File: src/rtl/shift_seq_ctrl.sv
// Sequences a multi-bit logical shift through an external 1-bit shift unit.
// Issues one shift per pass, waits for the unit's flag, and pulses Done at the end.
module shift_seq_ctrl #(
  parameter int WIDTH = 16,
  parameter int CNT_W = 4
) (
  input  logic             Clk,
  input  logic             RST,
  input  logic             Start,
  input  logic [WIDTH-1:0] Operand,
  input  logic [CNT_W-1:0] Amount,
  input  logic             Dir,
  output logic             Busy,
  output logic             Done,
  output logic [WIDTH-1:0] Result,
  output logic             Shift_Enable,
  output logic [1:0]       Shift_FUN,
  output logic [WIDTH-1:0] Shift_A,
  input  logic [WIDTH-1:0] Shift_OUT,
  input  logic             Shift_Flag
);

  typedef enum logic [1:0] {
    S_IDLE  = 2'd0,
    S_ISSUE = 2'd1,
    S_WAIT  = 2'd2,
    S_DONE  = 2'd3
  } state_t;

  state_t           r_state;
  state_t           w_next;
  logic [WIDTH-1:0] r_work;
  logic [CNT_W-1:0] r_cnt;
  logic             r_dir;
  logic [WIDTH-1:0] r_result;
  logic             w_last;

  // ISSUE is only entered with a non-zero count, so the decrement in WAIT cannot wrap.
  assign w_last = (r_cnt == CNT_W'(1));

  always_ff @(posedge Clk or posedge RST) begin
    if (RST) begin
      r_state <= S_IDLE;
    end else begin
      r_state <= w_next;
    end
  end

  always_comb begin
    w_next = r_state;
    case (r_state)
      S_IDLE: begin
        if (Start) begin
          w_next = (Amount == '0) ? S_DONE : S_ISSUE;
        end
      end
      S_ISSUE: w_next = S_WAIT;
      S_WAIT: begin
        if (Shift_Flag) begin
          w_next = w_last ? S_DONE : S_ISSUE;
        end
      end
      S_DONE:  w_next = S_IDLE;
      default: w_next = S_IDLE;
    endcase
  end

  always_ff @(posedge Clk or posedge RST) begin
    if (RST) begin
      r_work   <= '0;
      r_cnt    <= '0;
      r_dir    <= 1'b0;
      r_result <= '0;
    end else begin
      case (r_state)
        S_IDLE: begin
          if (Start) begin
            r_work <= Operand;
            r_cnt  <= Amount;
            r_dir  <= Dir;
          end
        end
        S_WAIT: begin
          if (Shift_Flag) begin
            r_work <= Shift_OUT;
            r_cnt  <= r_cnt - CNT_W'(1);
          end
        end
        S_DONE:  r_result <= r_work;
        default: ;
      endcase
    end
  end

  // The work register is stable across ISSUE/WAIT, so it can feed the shift unit directly.
  assign Busy         = (r_state != S_IDLE);
  assign Done         = (r_state == S_DONE);
  assign Shift_Enable = (r_state == S_ISSUE);
  assign Shift_FUN    = {1'b0, r_dir};
  assign Shift_A      = r_work;
  assign Result       = r_result;

endmodule

File: config.mk
export PLATFORM = sky130hd
export DESIGN_NAME = shift_seq_ctrl
export DESIGN_NICKNAME = d
export VERILOG_FILES = /design/src/rtl/shift_seq_ctrl.sv
export SDC_FILE = /design/constraint.sdc
export NUM_CORES = 1
export LEC_CHECK = 0
export CELL_PAD_IN_SITES_DETAIL_PLACEMENT = 2
export CELL_PAD_IN_SITES_GLOBAL_PLACEMENT = 2
export CORE_MARGIN = 4
export CORE_UTILIZATION = 23
export CTS_BUF_LIST = sky130_fd_sc_hd__clkbuf_16
export DETAILED_ROUTE_END_ITERATION = 6
export GPL_ROUTABILITY_DRIVEN = 0
export GPL_TIMING_DRIVEN = 0
export HOLD_SLACK_MARGIN = 0.03
export MAX_ROUTING_LAYER = met4
export PLACE_DENSITY = 0.81
export SLEW_MARGIN = 0
export SYNTH_ARGS = -nofsm -noshare
export SYNTH_HDL_FRONTEND = slang
export SYNTH_SLANG_ARGS = --single-unit
export TNS_END_PERCENT = 100
File: constraint.sdc
create_clock -name Clk -period 1.3 [get_ports Clk]
set_input_delay 0.195 -clock Clk [delete_from_list [all_inputs] [get_ports Clk]]
set_output_delay 0.195 -clock Clk [all_outputs]
set_load 0.005 [all_outputs]
# ---- Word-level counts from Yosys, hierarchy flattened
# Index checks and enable logic that the tools add are counted.
dict set report word_totals {
  word_cells 30
  in_bits 41
  output_inout_bits 37
  ram_bits 0
  memories 0
  regBits 39
  romBits 0
  latchBits 0
}
dict set report op_classes {
  order_cmp 0
  mul 0
  n_reduce_logical 7
  n_shift 0
  n_eq_ne 6
  add_sub_neg 1
  bitwise_logic 0
  mux 11
  div_mod_pow 0
}
# cell count
set ops {}
lappend ops {{$mux W16} 2}
lappend ops {{$pmux W16 S2} 1}
lappend ops {{$mux W2} 4}
lappend ops {{$mux W4} 2}
lappend ops {{$pmux W2 S4} 1}
lappend ops {{$pmux W4 S2} 1}
lappend ops {{$eq A2 B2 Y1 const B} 2}
lappend ops {{$eq A4 B1 Y1 const B} 1}
lappend ops {{$logic_not A4 Y1} 1}
lappend ops {{$ne A2 B2 Y1 const B} 2}
lappend ops {{$reduce_and A2 Y1} 2}
lappend ops {{$reduce_bool A2 Y1} 2}
lappend ops {{$sub A4 B1 Y4 const B} 1}
lappend ops {{$reduce_and A3 Y1} 1}
lappend ops {{$eq A2 B1 Y1 const B} 1}
lappend ops {{$logic_not A2 Y1} 1}

# ---- Depth between registers and ports, before layout
# Gate-level depths: netlist of run 1.
dict set report depth {
  depth_word 4
  depth_mapped 5
  ltp_nobuf 5
}

# ---- Least setup slack after synthesis of run 1
# No wires, ideal clock.
dict set report synth_timing {
  path_type {reg2reg}
  start {register r_state[0]}
  end {register r_result[0] (netlist: Result[0])}
  setup_time_ns 0.125
  path_slack_ns 0.030
  period_less_slack_ns 1.270
  t_required_ns 1.175
  path_stages_with_launch 5
  n_path_buf 2
  arrival_ns 1.146
  path_cell_list {dfrtp_1 -> buf_4 -> nand2_2 -> buf_4 -> mux2_2}
}
dict set report synth_via {
  elab_chain_len 1
}
# item line
set synth_rtl {}
lappend synth_rtl {{start, declared} 30} ;# state_t r_state;
lappend synth_rtl {{start signal, assigned} 45} ;# r_state <= w_next;
lappend synth_rtl {{$eq A2 B2 Y1} 75} ;# case (r_state)
lappend synth_rtl {{end signal, assigned} 89} ;# S_DONE: r_result <= r_work;
lappend synth_rtl {{end, declared} 35} ;# logic [WIDTH-1:0] r_result;
# Every way passes these cells.
# A chain may end at the register's enable or synchronous reset.

# ---- Worst setup path after layout of run 1
dict set report layout_timing {
  start {register r_state[0]}
  end {register r_work[15] (netlist: Shift_A[15])}
}
dict set report layout_via {
  elab_chain_len 3
  word_cells_on_any_way 7
  cone_classes {eq/ne (3); mux (1); reduce/logical (3)}
}
# item line
set layout_rtl {}
lappend layout_rtl {{$eq A2 B2 Y1 / $logic_not A2 Y1 (equally long branches)} 75}
lappend layout_rtl {{$ne A2 B2 Y1 (no line) / $reduce_bool A2 Y1 (equally long branches)} --}
lappend layout_rtl {{$reduce_and A3 Y1 (no line)} --}
lappend layout_rtl {{end signal, assigned} 78} ;# r_work <= Operand;
lappend layout_rtl {{end signal, assigned} 85} ;# r_work <= Shift_OUT;
lappend layout_rtl {{end, declared} 32} ;# logic [WIDTH-1:0] r_work;
# Parallel ways exist; a longest one is shown, timed or not.

==> results of run 1 <==
layout by cell type (no fill, tap or decap), drive strengths merged, types with 2 or more instances in the layout:
cell type,instances
clkdlybuf4s50,40
dfrtp,39
a21oi,35
dlygate4sd2,34
buf,34
mux2i,19
mux2,18
inv,10
clkbuf,10
nand2,3
o21ai,3
a211oi,2
ha,2
nor2,2
repair_timing:
| action | in CTS | in global routing |
|---|---|---|
| pin swaps | 2 | 16 |
| gates cloned | 2 | 2 |
| gates resized for setup | 80 | 39 |
| setup endpoints to repair | 65 | 41 |
| buffers inserted | 20 | 5 |
cell families after synthesis:
family	Yosys count	share of synthesized area
AO/OA/AOI/OAI	45	0.1321
flip-flops	39	0.5285
multiplexers	37	0.2168
buffers and inverters	21	0.07046
AND/OR/NAND/NOR	11	0.03659
adder cells (fa/ha/maj)	2	0.01355
other	1	0.002031
worst paths after layout:
kind | start | end | slack [ns] | cells past startpoint
min | RST | Result[2] | 0.43 | 2
min in group Clk | Result[9] | Result[9] | 0.50 | 1
min reg2reg | Result[9] | Result[9] | 0.50 | 1
max | r_state[0] | Shift_A[15] | -0.24 | 6
max reg2reg | r_state[0] | Shift_A[15] | -0.24 | 6
max in group asynchronous | RST | r_state[1] | 0.29 | 2
stage by stage:
step / power, mW / cells / TNS [ns] / hold WS, ns / utilization
2_1_floorplan: 3.754 / 156 / 0 / 0.3455 / -
3_3_place_gp: 5.394 / 334 / -34.12 / 0.4860 / 0.3521
3_5_place_dp: 5.547 / 334 / -9.214 / 0.4948 / 0.3521
4_1_cts: 7.371 / 364 / -7.127 / 0.4587 / 0.4135
5_1_grt: 8.328 / 367 / -7.128 / 0.5221 / 0.4362
6_report: 7.780 / 367 / -5.417 / 0.4298 / 0.4362
registers in the layout (all words and copies together), names as in the netlist:
register  cells
r_state       2
r_cnt         4
Shift_A      16
Result       16
r_dir         1
metal layers:
layer  global-route usage  part of all wire  vias to the layer above
met4              0.04473            0.0081                        0
met2               0.2546              0.55                       45
met1               0.1614              0.40                      837
met3              0.02656             0.042                        2
met5                    -                 0                        -
li1                     -                 -                      771
power by group through the flow:
stage	logic [mW]	registers (mW)	clock network, mW
finish	4.38	2.22	1.18
global route	4.73	2.32	1.27
CTS	3.96	2.20	1.21
detailed placement	3.30	2.25	0
global placement	3.20	2.20	0
floorplan	1.55	2.21	0
area by class of cell:
class | instances | area (sq um) | area share
clock inverters | 3 | 16.27 | 0.004801
repair buffers | 103 | 1052 | 0.3106
flip-flops and latches | 39 | 977.2 | 0.2884
inverters | 9 | 38.79 | 0.01145
multi-input cells | 96 | 919.6 | 0.2714
well taps | 102 | 127.6 | 0.03767
plain buffers | 10 | 131.4 | 0.03877
clock buffers | 5 | 125.1 | 0.03693
==> reports/qor.yml, run 1 <==
run_status:
  outcome: "finished, violations left"
  violations: "setup timing"
logic_synthesis:
  synth_top_area_frac: 0.5285
  synth_flop_cell: "dfrtp_1"
  synth_edf_count: 0
  synth_cell_types: 31
  synth_area_leaders: "dfrtp_1, mux2_2, mux2i_1"
  yosys.cell_count.top_type: "dfrtp_1"
  synth-seq-area-share: 0.5285
  syn_avg_cell_area_sq_um: 11.84
  synth_commonest_cells: "dfrtp_1, a21oi_1, mux2i_1"
  synthArstFlopShare: 1.000
  synth_cells: 156
  synth_warnings: 0
  synth_area_leader_cell: "dfrtp_1"
  syn_area_sq_um: 1847
  ys_ff_latch: 39
  synthesis.nets: 199
cells_and_area:
  fin_nets: 307
  fillers: 804
  final_area_sq_um: 3388
  diodes: 0
  synthToLayoutAreaGrowth_pct: 83.47
  drive_gt1_frac: 0.3245
detailed_routing:
  vias: 1655
  wirelength_um: 6831
  drt_iter0_markers: 24
  firstDrtPassIters: 4
  ant_nets: 0
  drc_errors: 0
  wl_per_cell_um: 18.61
  vias_per_cell: 4.510
worst_setup_path:
  cpMostUsedCell: "buf_6"
  slowest_delay_ns: 0.40
  cp-start-kind: "flip-flop"
  crit_buf_inv: 3
  worstPathArrival_ns: 1.70
  cp_data_required_time_ns: 1.46
  cp_top_family: "buffers and inverters"
  crit_type: "reg -> reg"
  critPathSlowestCell: "dfrtp_1"
  path_max_fanout: 5
  critPathCaptureType: "flip-flop"
  crit_path_cell_trace: "buf_6 -> buf_6 -> nor2b_4 -> clkbuf_16 -> mux2i_1 -> a21oi_1"
global_route:
  grt_first_pass_wirelength_um: 10470
  grt_max_degree: 40
  grt_pass1_vias: 1931
  antenna_found_initial: 0
  grt-ovfl-total: 0
  grt.total_usage: 0.1428
pwr:
  p_int_mw: 5.116
  swShare: 0.3425
  combPwrFrac: 0.563
  vdd_drop_max_mv: 0.9248
  clkPwrFrac: 0.151
  power-per-cell-area_nw_per_um2: 2296
  switching_power_mw: 2.665
  pwr-share-seq: 0.286
  p_leak_nw: 1.485
sta:
  hold_viol: 0
  drv_slew: 0
  max_slew_margin: 0.4377
  setup_viol: 33
  rsz0062_at_grt: "yes"
  min_period_over_period: 1.185
  clock.fmax_mhz: 649.0
  fin_skew_ns: 0.006263
  layout_setup_ws_ns: -0.2408
  fin_crit_ns: 1.541
  tightestPinTransition_ns: 0.8422
clock_tree:
  clk_latency_ns: 0.28
  cts_buffers: 5
  root_buffer: "clkbuf_16"
  ctsHoldBuffers: 0
  cts_buffer_depth: 2
  cts.htree.levels: 2
  clkSinkCount: 39
  clk_pin_slew_ns: 0.06
  cts_tree: "built"
place:
  post-place-ws_ns: -0.6084
  dp_hpwl_um: 4278
  port_buffers: 76
  placed_cell_area_sq_um: 2735
floorplan:
  ios: 78
  fp.dieW_um: 97.61
  rows: 32
  dieArea_sq_um: 9527
  die_h_um: 97.61
  initial_utilization: 0.2378
  core_sq_um: 7767
job:
  cap_violations: 0
worst_hold_path:
  hp-class: "in -> async"
Power figures use the tool's default switching activity.
==> run 2: changes to the inputs <==
--- a/config.mk
+++ b/config.mk
@@ -7,6 +7,7 @@
 export LEC_CHECK = 0
 export CELL_PAD_IN_SITES_DETAIL_PLACEMENT = 2
 export CELL_PAD_IN_SITES_GLOBAL_PLACEMENT = 2
+export CORE_ASPECT_RATIO = 1.2
 export CORE_MARGIN = 4
 export CORE_UTILIZATION = 23
 export CTS_BUF_LIST = sky130_fd_sc_hd__clkbuf_16
==> run 2 against run 1 <==
Net effect: the run still ends with setup timing left; worst setup slack improved by 0.10 ns; largest cell class unchanged; via count rose by 3.5%; sequential cell count did not move; register-to-register slack improved by 0.11 ns; combinational power rose by 4%; power rose by 5.4%.
==> reports/qor.yml, run 2 (same netlist as run 1, synthesis figures left out) <==
worst_setup_path:
  ff2ff_setup_slack_ns: -0.13  # was -0.24 ns
  cp-start-kind: "flip-flop"  # unchanged
  slowest_delay_ns: 0.37  # was 0.40 ns
  cpMostUsedCell: "buf_6"  # unchanged
  critPathSlowestCell: "dfrtp_1"  # unchanged
  r2r_start: "r_state[0]"  # unchanged
  crit_type: "reg -> out"  # was reg -> reg
  crit_start: "r_state[0]"  # unchanged
  r2r_cells: 6  # unchanged
  crit_path_cell_trace: "buf_6 -> buf_6 -> nand2_8 -> buf_8 -> inv_2 -> buf_6"  # was buf_6 -> buf_6 -> nor2b_4 -> clkbuf_16 -> mux2i_1 -> a21oi_1
  worstPathArrival_ns: 1.25  # was 1.70 ns
  critPathCaptureType: "output port"  # was flip-flop
  cp_top_family: "buffers and inverters"  # unchanged
  path_max_fanout: 3  # was 5
  crit_buf_inv: 5  # was 3
  cp_data_required_time_ns: 1.11  # was 1.46 ns
  reg2reg_to: "Shift_A[0]"  # was Shift_A[15]
cells_and_area:
  final_area_sq_um: 3460  # was 3388 sq um
  fillers: 779  # was 804
  diodes: 0  # unchanged
  final_common_cell: "clkdlybuf4s50_1"  # unchanged
  drive_gt1_frac: 0.3864  # was 0.3245
  fin_util: 0.4463  # was 0.4362
  synthToLayoutAreaGrowth_pct: 87.33  # was 83.47%
  layout_common_cells: "clkdlybuf4s50_1, dfrtp_1, dlygate4sd2_1"  # unchanged
  fin_nets: 307  # unchanged
pwr:
  switching_power_mw: 2.877  # was 2.665 mW
  p_leak_nw: 1.489  # was 1.485 nW
  combPwrFrac: 0.555  # was 0.563
  vdd_drop_max_mv: 0.7505  # was 0.9248 mV
  p_total_mw: 8.202  # was 7.780 mW
  p_int_mw: 5.325  # was 5.116 mW
  pwr-share-seq: 0.276  # was 0.286
  swShare: 0.3507  # was 0.3425
  power-per-cell-area_nw_per_um2: 2371  # was 2296 nW/um^2
  clkPwrFrac: 0.169  # was 0.151
global_route:
  met3_usage: 0.03680  # was 0.02656
  grt_max_degree: 40  # unchanged
  grt_first_pass_wirelength_um: 10740  # was 10470 um
  grt_pass1_vias: 1957  # was 1931
  use_met2: 0.2726  # was 0.2546
  grt-ovfl-total: 0  # unchanged
  grt.total_usage: 0.1473  # was 0.1428
  antenna_found_initial: 0  # unchanged
  busiest_layer: "met2"  # unchanged
  met1_usage: 0.1634  # was 0.1614
sta:
  drv_slew: 0  # unchanged
  min_period_over_period: 1.108  # was 1.185
  max_slew_margin: 0.4113  # was 0.4377
  fin_skew_ns: 0.007873  # was 0.006263 ns
  clock.fmax_mhz: 694.3  # was 649.0 MHz
  rsz0062_at_grt: "yes"  # unchanged
  layout_setup_ws_ns: -0.1404  # was -0.2408 ns
  fin_crit_ns: 1.440  # was 1.541 ns
  hold_viol: 0  # unchanged
  tightestPinTransition_ns: 0.8818  # was 0.8422 ns
  setup_viol: 33  # unchanged
place:
  placed_cell_area_sq_um: 2723  # was 2735 sq um
  port_buffers: 76  # unchanged
  dp_hpwl_um: 4400  # was 4278 um
job:
  cap_violations: 0  # unchanged
detailed_routing:
  firstDrtPassIters: 4  # unchanged
  wirelength_um: 7192  # was 6831 um
  wl_per_cell_um: 20.20  # was 18.61 um
  drt_iter0_markers: 20  # was 24
  vias: 1713  # was 1655
  vias_per_cell: 4.812  # was 4.510
  ant_nets: 0  # unchanged
  drc_errors: 0  # unchanged
clock_tree:
  cts_buffer_depth: 2  # unchanged
  clk_pin_slew_ns: 0.06  # about the same
  clkSinkCount: 39  # unchanged
  cts_buffers: 5  # unchanged
  cts.htree.levels: 2  # unchanged
  root_buffer: "clkbuf_16"  # unchanged
  cts_tree: "built"  # unchanged
  clk_latency_ns: 0.28  # about the same
floorplan:
  core_sq_um: 7751  # was 7767 sq um
  die_h_um: 106.2  # was 97.61 um
  initial_utilization: 0.2383  # was 0.2378
  dieArea_sq_um: 9533  # was 9527 sq um
  fp.dieW_um: 89.80  # was 97.61 um
  rows: 35  # was 32
  ios: 78  # unchanged
run_status:
  outcome: "finished, violations left"  # unchanged
  violations: "setup timing"  # unchanged
worst_hold_path:
  hp-class: "in -> async"  # unchanged
## run 2: layout make-up
class / instances / area (sq um) / share of cell area
plain buffers: 11 / 135.1 / 0.03906
flip-flops and latches: 39 / 977.2 / 0.2825
clock buffers: 5 / 125.1 / 0.03617
well taps: 92 / 115.1 / 0.03327
multi-input cells: 96 / 1002 / 0.2897
clock inverters: 2 / 37.54 / 0.01085
inverters: 9 / 41.29 / 0.01193
repair buffers: 102 / 1026 / 0.2966
## run 2: worst max-delay path by stage
stage	to	slack (ns)	cells after the start
finish	Done	-0.14	6
floorplan	Result[0]	0.03	4
detailed placement	Busy	-0.50	5
global route	r_cnt[2]	-0.21	6
global placement	r_cnt[2]	-0.72	2
CTS	Shift_A[10]	-0.15	6
## run 2: what timing repair did
item	in CTS	in global routing
gates cloned	2	1
hold buffers	0	0
setup endpoints to repair	65	42
pin swaps	21	7
buffers inserted	20	4
endpoints found under the hold margin	0	0
resized for setup	106	39
## run 2: per-layer routing
| layer | wire length (um) | share of wire | up-vias |
|---|---|---|---|
| li1 | - | - | 776 |
| met1 | 2921 | 0.41 | 883 |
| met2 | 3863 | 0.54 | 50 |
| met3 | 366 | 0.051 | 4 |
| met4 | 41 | 0.0057 | 0 |
| met5 | 0 | 0 | - |
## run 2: through the flow
stage / setup slack [ns] / hold WS (ns) / std cells / TNS [ns]
floorplan: 0.02972 / 0.3455 / 156 / 0
global placement: -0.7238 / 0.4888 / 324 / -35.45
detailed placement: -0.4984 / 0.4971 / 324 / -9.350
CTS: -0.1522 / 0.4479 / 353 / -3.777
global route: -0.2110 / 0.5040 / 356 / -4.928
finish: -0.1404 / 0.4320 / 356 / -2.883
## run 2: power by group through the flow
stage / Clock (mW) / Sequential (mW) / Combinational [mW]
global placement: 0 / 2.22 / 3.17
floorplan: 0 / 2.21 / 1.55
global route: 1.48 / 2.35 / 4.90
detailed placement: 0 / 2.25 / 3.28
finish: 1.39 / 2.27 / 4.55
CTS: 1.41 / 2.22 / 4.06
==> run 3: changes to the inputs <==
--- a/config.mk
+++ b/config.mk
@@ -9,14 +9,14 @@
 export CELL_PAD_IN_SITES_GLOBAL_PLACEMENT = 2
 export CORE_ASPECT_RATIO = 1.2
 export CORE_MARGIN = 4
-export CORE_UTILIZATION = 23
-export CTS_BUF_LIST = sky130_fd_sc_hd__clkbuf_16
+export CORE_UTILIZATION = 24
+export CTS_BUF_LIST = sky130_fd_sc_hd__clkbuf_4
 export DETAILED_ROUTE_END_ITERATION = 6
 export GPL_ROUTABILITY_DRIVEN = 0
 export GPL_TIMING_DRIVEN = 0
 export HOLD_SLACK_MARGIN = 0.03
 export MAX_ROUTING_LAYER = met4
-export PLACE_DENSITY = 0.81
+export PLACE_DENSITY = 0.84
 export SLEW_MARGIN = 0
 export SYNTH_ARGS = -nofsm -noshare
 export SYNTH_HDL_FRONTEND = slang
==> run 3 against run 2 <==
Net effect: the run still ends with setup timing left; first-iteration DRC count rose to 2.8 times the previous value; clock power shrank 37%; non-clock buffer count is 14 higher; combinational power rose by 22%; highest routed layer unchanged.
==> reports/qor.yml, run 3 (same netlist as run 1, synthesis figures left out) <==
run_status:
  outcome: "finished, violations left"  # unchanged
  violations: "setup timing"  # unchanged
floorplan:
  die_h_um: 104.1  # was 106.2 um
  rows: 34  # was 35
  fp.dieW_um: 88.08  # was 89.80 um
  core_sq_um: 7360  # was 7751 sq um
  dieArea_sq_um: 9168  # was 9533 sq um
  ios: 78  # unchanged
  initial_utilization: 0.2509  # was 0.2383
global_route:
  antenna_found_initial: 0  # unchanged
  grt-ovfl-total: 0  # unchanged
  grt_max_degree: 40  # unchanged
  grt_first_pass_wirelength_um: 12390  # was 10740 um
  grt.total_usage: 0.1863  # was 0.1473
  grt_pass1_vias: 2078  # was 1957
cells_and_area:
  final_common_cell: "clkdlybuf4s50_1"  # unchanged
  drive_gt1_frac: 0.4659  # was 0.3864
  fin_nets: 321  # was 307
  layout_common_cells: "clkdlybuf4s50_1, dfrtp_1, buf_4"  # was clkdlybuf4s50_1, dfrtp_1, dlygate4sd2_1
  diodes: 0  # unchanged
  fin_cells: 369  # was 356
  synthToLayoutAreaGrowth_pct: 96.34  # was 87.33%
detailed_routing:
  wl_per_cell_um: 25.51  # was 20.20 um
  wirelength_um: 9413  # was 7192 um
  drc_errors: 0  # unchanged
  vias: 1810  # was 1713
  ant_nets: 0  # unchanged
  vias_per_cell: 4.905  # was 4.812
  firstDrtPassIters: 4  # unchanged
  drt_iter0_markers: 55  # was 20
sta:
  fin_crit_ns: 1.595  # was 1.440 ns
  clock.fmax_mhz: 626.9  # was 694.3 MHz
  fin_skew_ns: 0.03263  # was 0.007873 ns
  tightestPinTransition_ns: 0.8663  # was 0.8818 ns
  drv_slew: 0  # unchanged
  hold_viol: 0  # unchanged
  min_period_over_period: 1.227  # was 1.108
  layout_setup_ws_ns: -0.2952  # was -0.1404 ns
  setup_viol: 40  # was 33
  rsz0062_at_grt: "yes"  # unchanged
  max_slew_margin: 0.4216  # was 0.4113
clock_tree:
  ctsHoldBuffers: 0  # unchanged
  clk_latency_ns: 0.38  # was 0.28 ns
  clk_pin_slew_ns: 0.16  # was 0.06 ns
  clkSinkCount: 39  # unchanged
  cts.htree.levels: 2  # unchanged
  cts_buffer_depth: 2  # unchanged
  cts_buffers: 5  # unchanged
  cts_tree: "built"  # unchanged
  root_buffer: "clkbuf_4"  # was clkbuf_16
worst_hold_path:
  hp-class: "in -> async"  # unchanged
worst_setup_path:
  critPathCaptureType: "flip-flop"  # was output port
  cp_data_required_time_ns: 1.54  # was 1.11 ns
  critPathSlowestCell: "dfrtp_1"  # unchanged
  path_max_fanout: 10  # was 3
  crit_path_cell_trace: "buf_6 -> buf_4 -> nor2b_4 -> buf_12 -> mux2i_4 -> a21oi_2"  # was buf_6 -> buf_6 -> nand2_8 -> buf_8 -> inv_2 -> buf_6
  cp-start-kind: "flip-flop"  # unchanged
  crit_type: "reg -> reg"  # was reg -> out
  r2r_cells: 6  # unchanged
  worstPathArrival_ns: 1.84  # was 1.25 ns
  slowest_delay_ns: 0.41  # was 0.37 ns
pwr:
  vdd_drop_max_mv: 1.062  # was 0.7505 mV
  power-per-cell-area_nw_per_um2: 2396  # was 2371 nW/um^2
  p_total_mw: 8.689  # was 8.202 mW
  p_leak_nw: 1.531  # was 1.489 nW
place:
  port_buffers: 76  # unchanged
  placed_cells: 322  # was 324
  dp_hpwl_um: 4398  # was 4400 um
job:
  cap_violations: 0  # unchanged
## run 3: cell count changes in the layout (fill, tap and decap cells not counted), moves of 4 or more
cell	change
buf_6	-5
clkbuf_16	-6
mux2i_1	-5
buf_4	+15
buf_12	+4
clkdlybuf4s15_1	+4
clkbuf_4	+5
a21oi_4	+8
dlygate4sd2_1	-5
mux2i_4	+4
a21oi_1	-7
## run 3: power by group
| group | internal [mW] | leakage, nW | switching, mW |
|---|---|---|---|
| Clock | 0.396 | 0.0426 | 0.483 |
| Sequential | 1.81 | 0.438 | 0.450 |
| Combinational | 3.02 | 1.05 | 2.52 |
| Total | 5.23 | 1.53 | 3.46 |
## run 3: worst paths after layout
kind                             from         end  slack, ns
max                        r_state[0]  Shift_A[0]      -0.30
min                               RST  r_state[0]       0.30
max reg2reg                r_state[0]  Shift_A[0]      -0.30
min reg2reg                Result[14]  Result[14]       0.52
max in group asynchronous         RST  Result[13]       0.43
min in group Clk                  Dir       r_dir       0.43
## run 3: through the flow
stage | hold WS, ns | area [sq um] | setup TNS, ns | utilization | worst slack (ns)
floorplan | 0.3455 | 1847 | 0 | - | 0.02972
global placement | 0.4889 | 2720 | -36.44 | 0.3696 | -0.7462
detailed placement | 0.4928 | 2720 | -9.544 | 0.3696 | -0.5227
CTS | 0.3609 | 3278 | -5.161 | 0.4454 | -0.2287
global route | 0.3280 | 3626 | -9.379 | 0.4927 | -0.3405
finish | 0.3003 | 3626 | -8.020 | 0.4927 | -0.2952
## run 3: what timing repair did
action	4_1_cts	5_1_grt
gates cloned	2	1
setup endpoints to repair	66	49
gates resized for setup	108	70
pin swaps	16	6
buffers inserted	30	9
## run 3: cell type report
cell class	instances	area [sq um]
buffer	12	163.9
clock buffer	5	37.54
clock inverter	3	38.79
fill	733	3734
inverter	9	42.54
multi-input combinational	96	1152
sequential	39	975.9
tap	90	112.6
timing repair buffer	115	1102
## run 3: critical path: cells and delay by family, from the launching register on
kind | cells | cell delay, ns
compound gates | 1 | 0.09
buf+inv | 3 | 0.50
flops | 1 | 0.41
mux | 1 | 0.28
simple gates | 1 | 0.18
## run 3: routing by layer
layer / GRT usage / up-vias / share of wire
li1: - / 801 / -
met1: 0.2128 / 934 / 0.37
met2: 0.3200 / 58 / 0.56
met3: 0.04041 / 17 / 0.044
met4: 0.05940 / 0 / 0.026
met5: - / - / 0
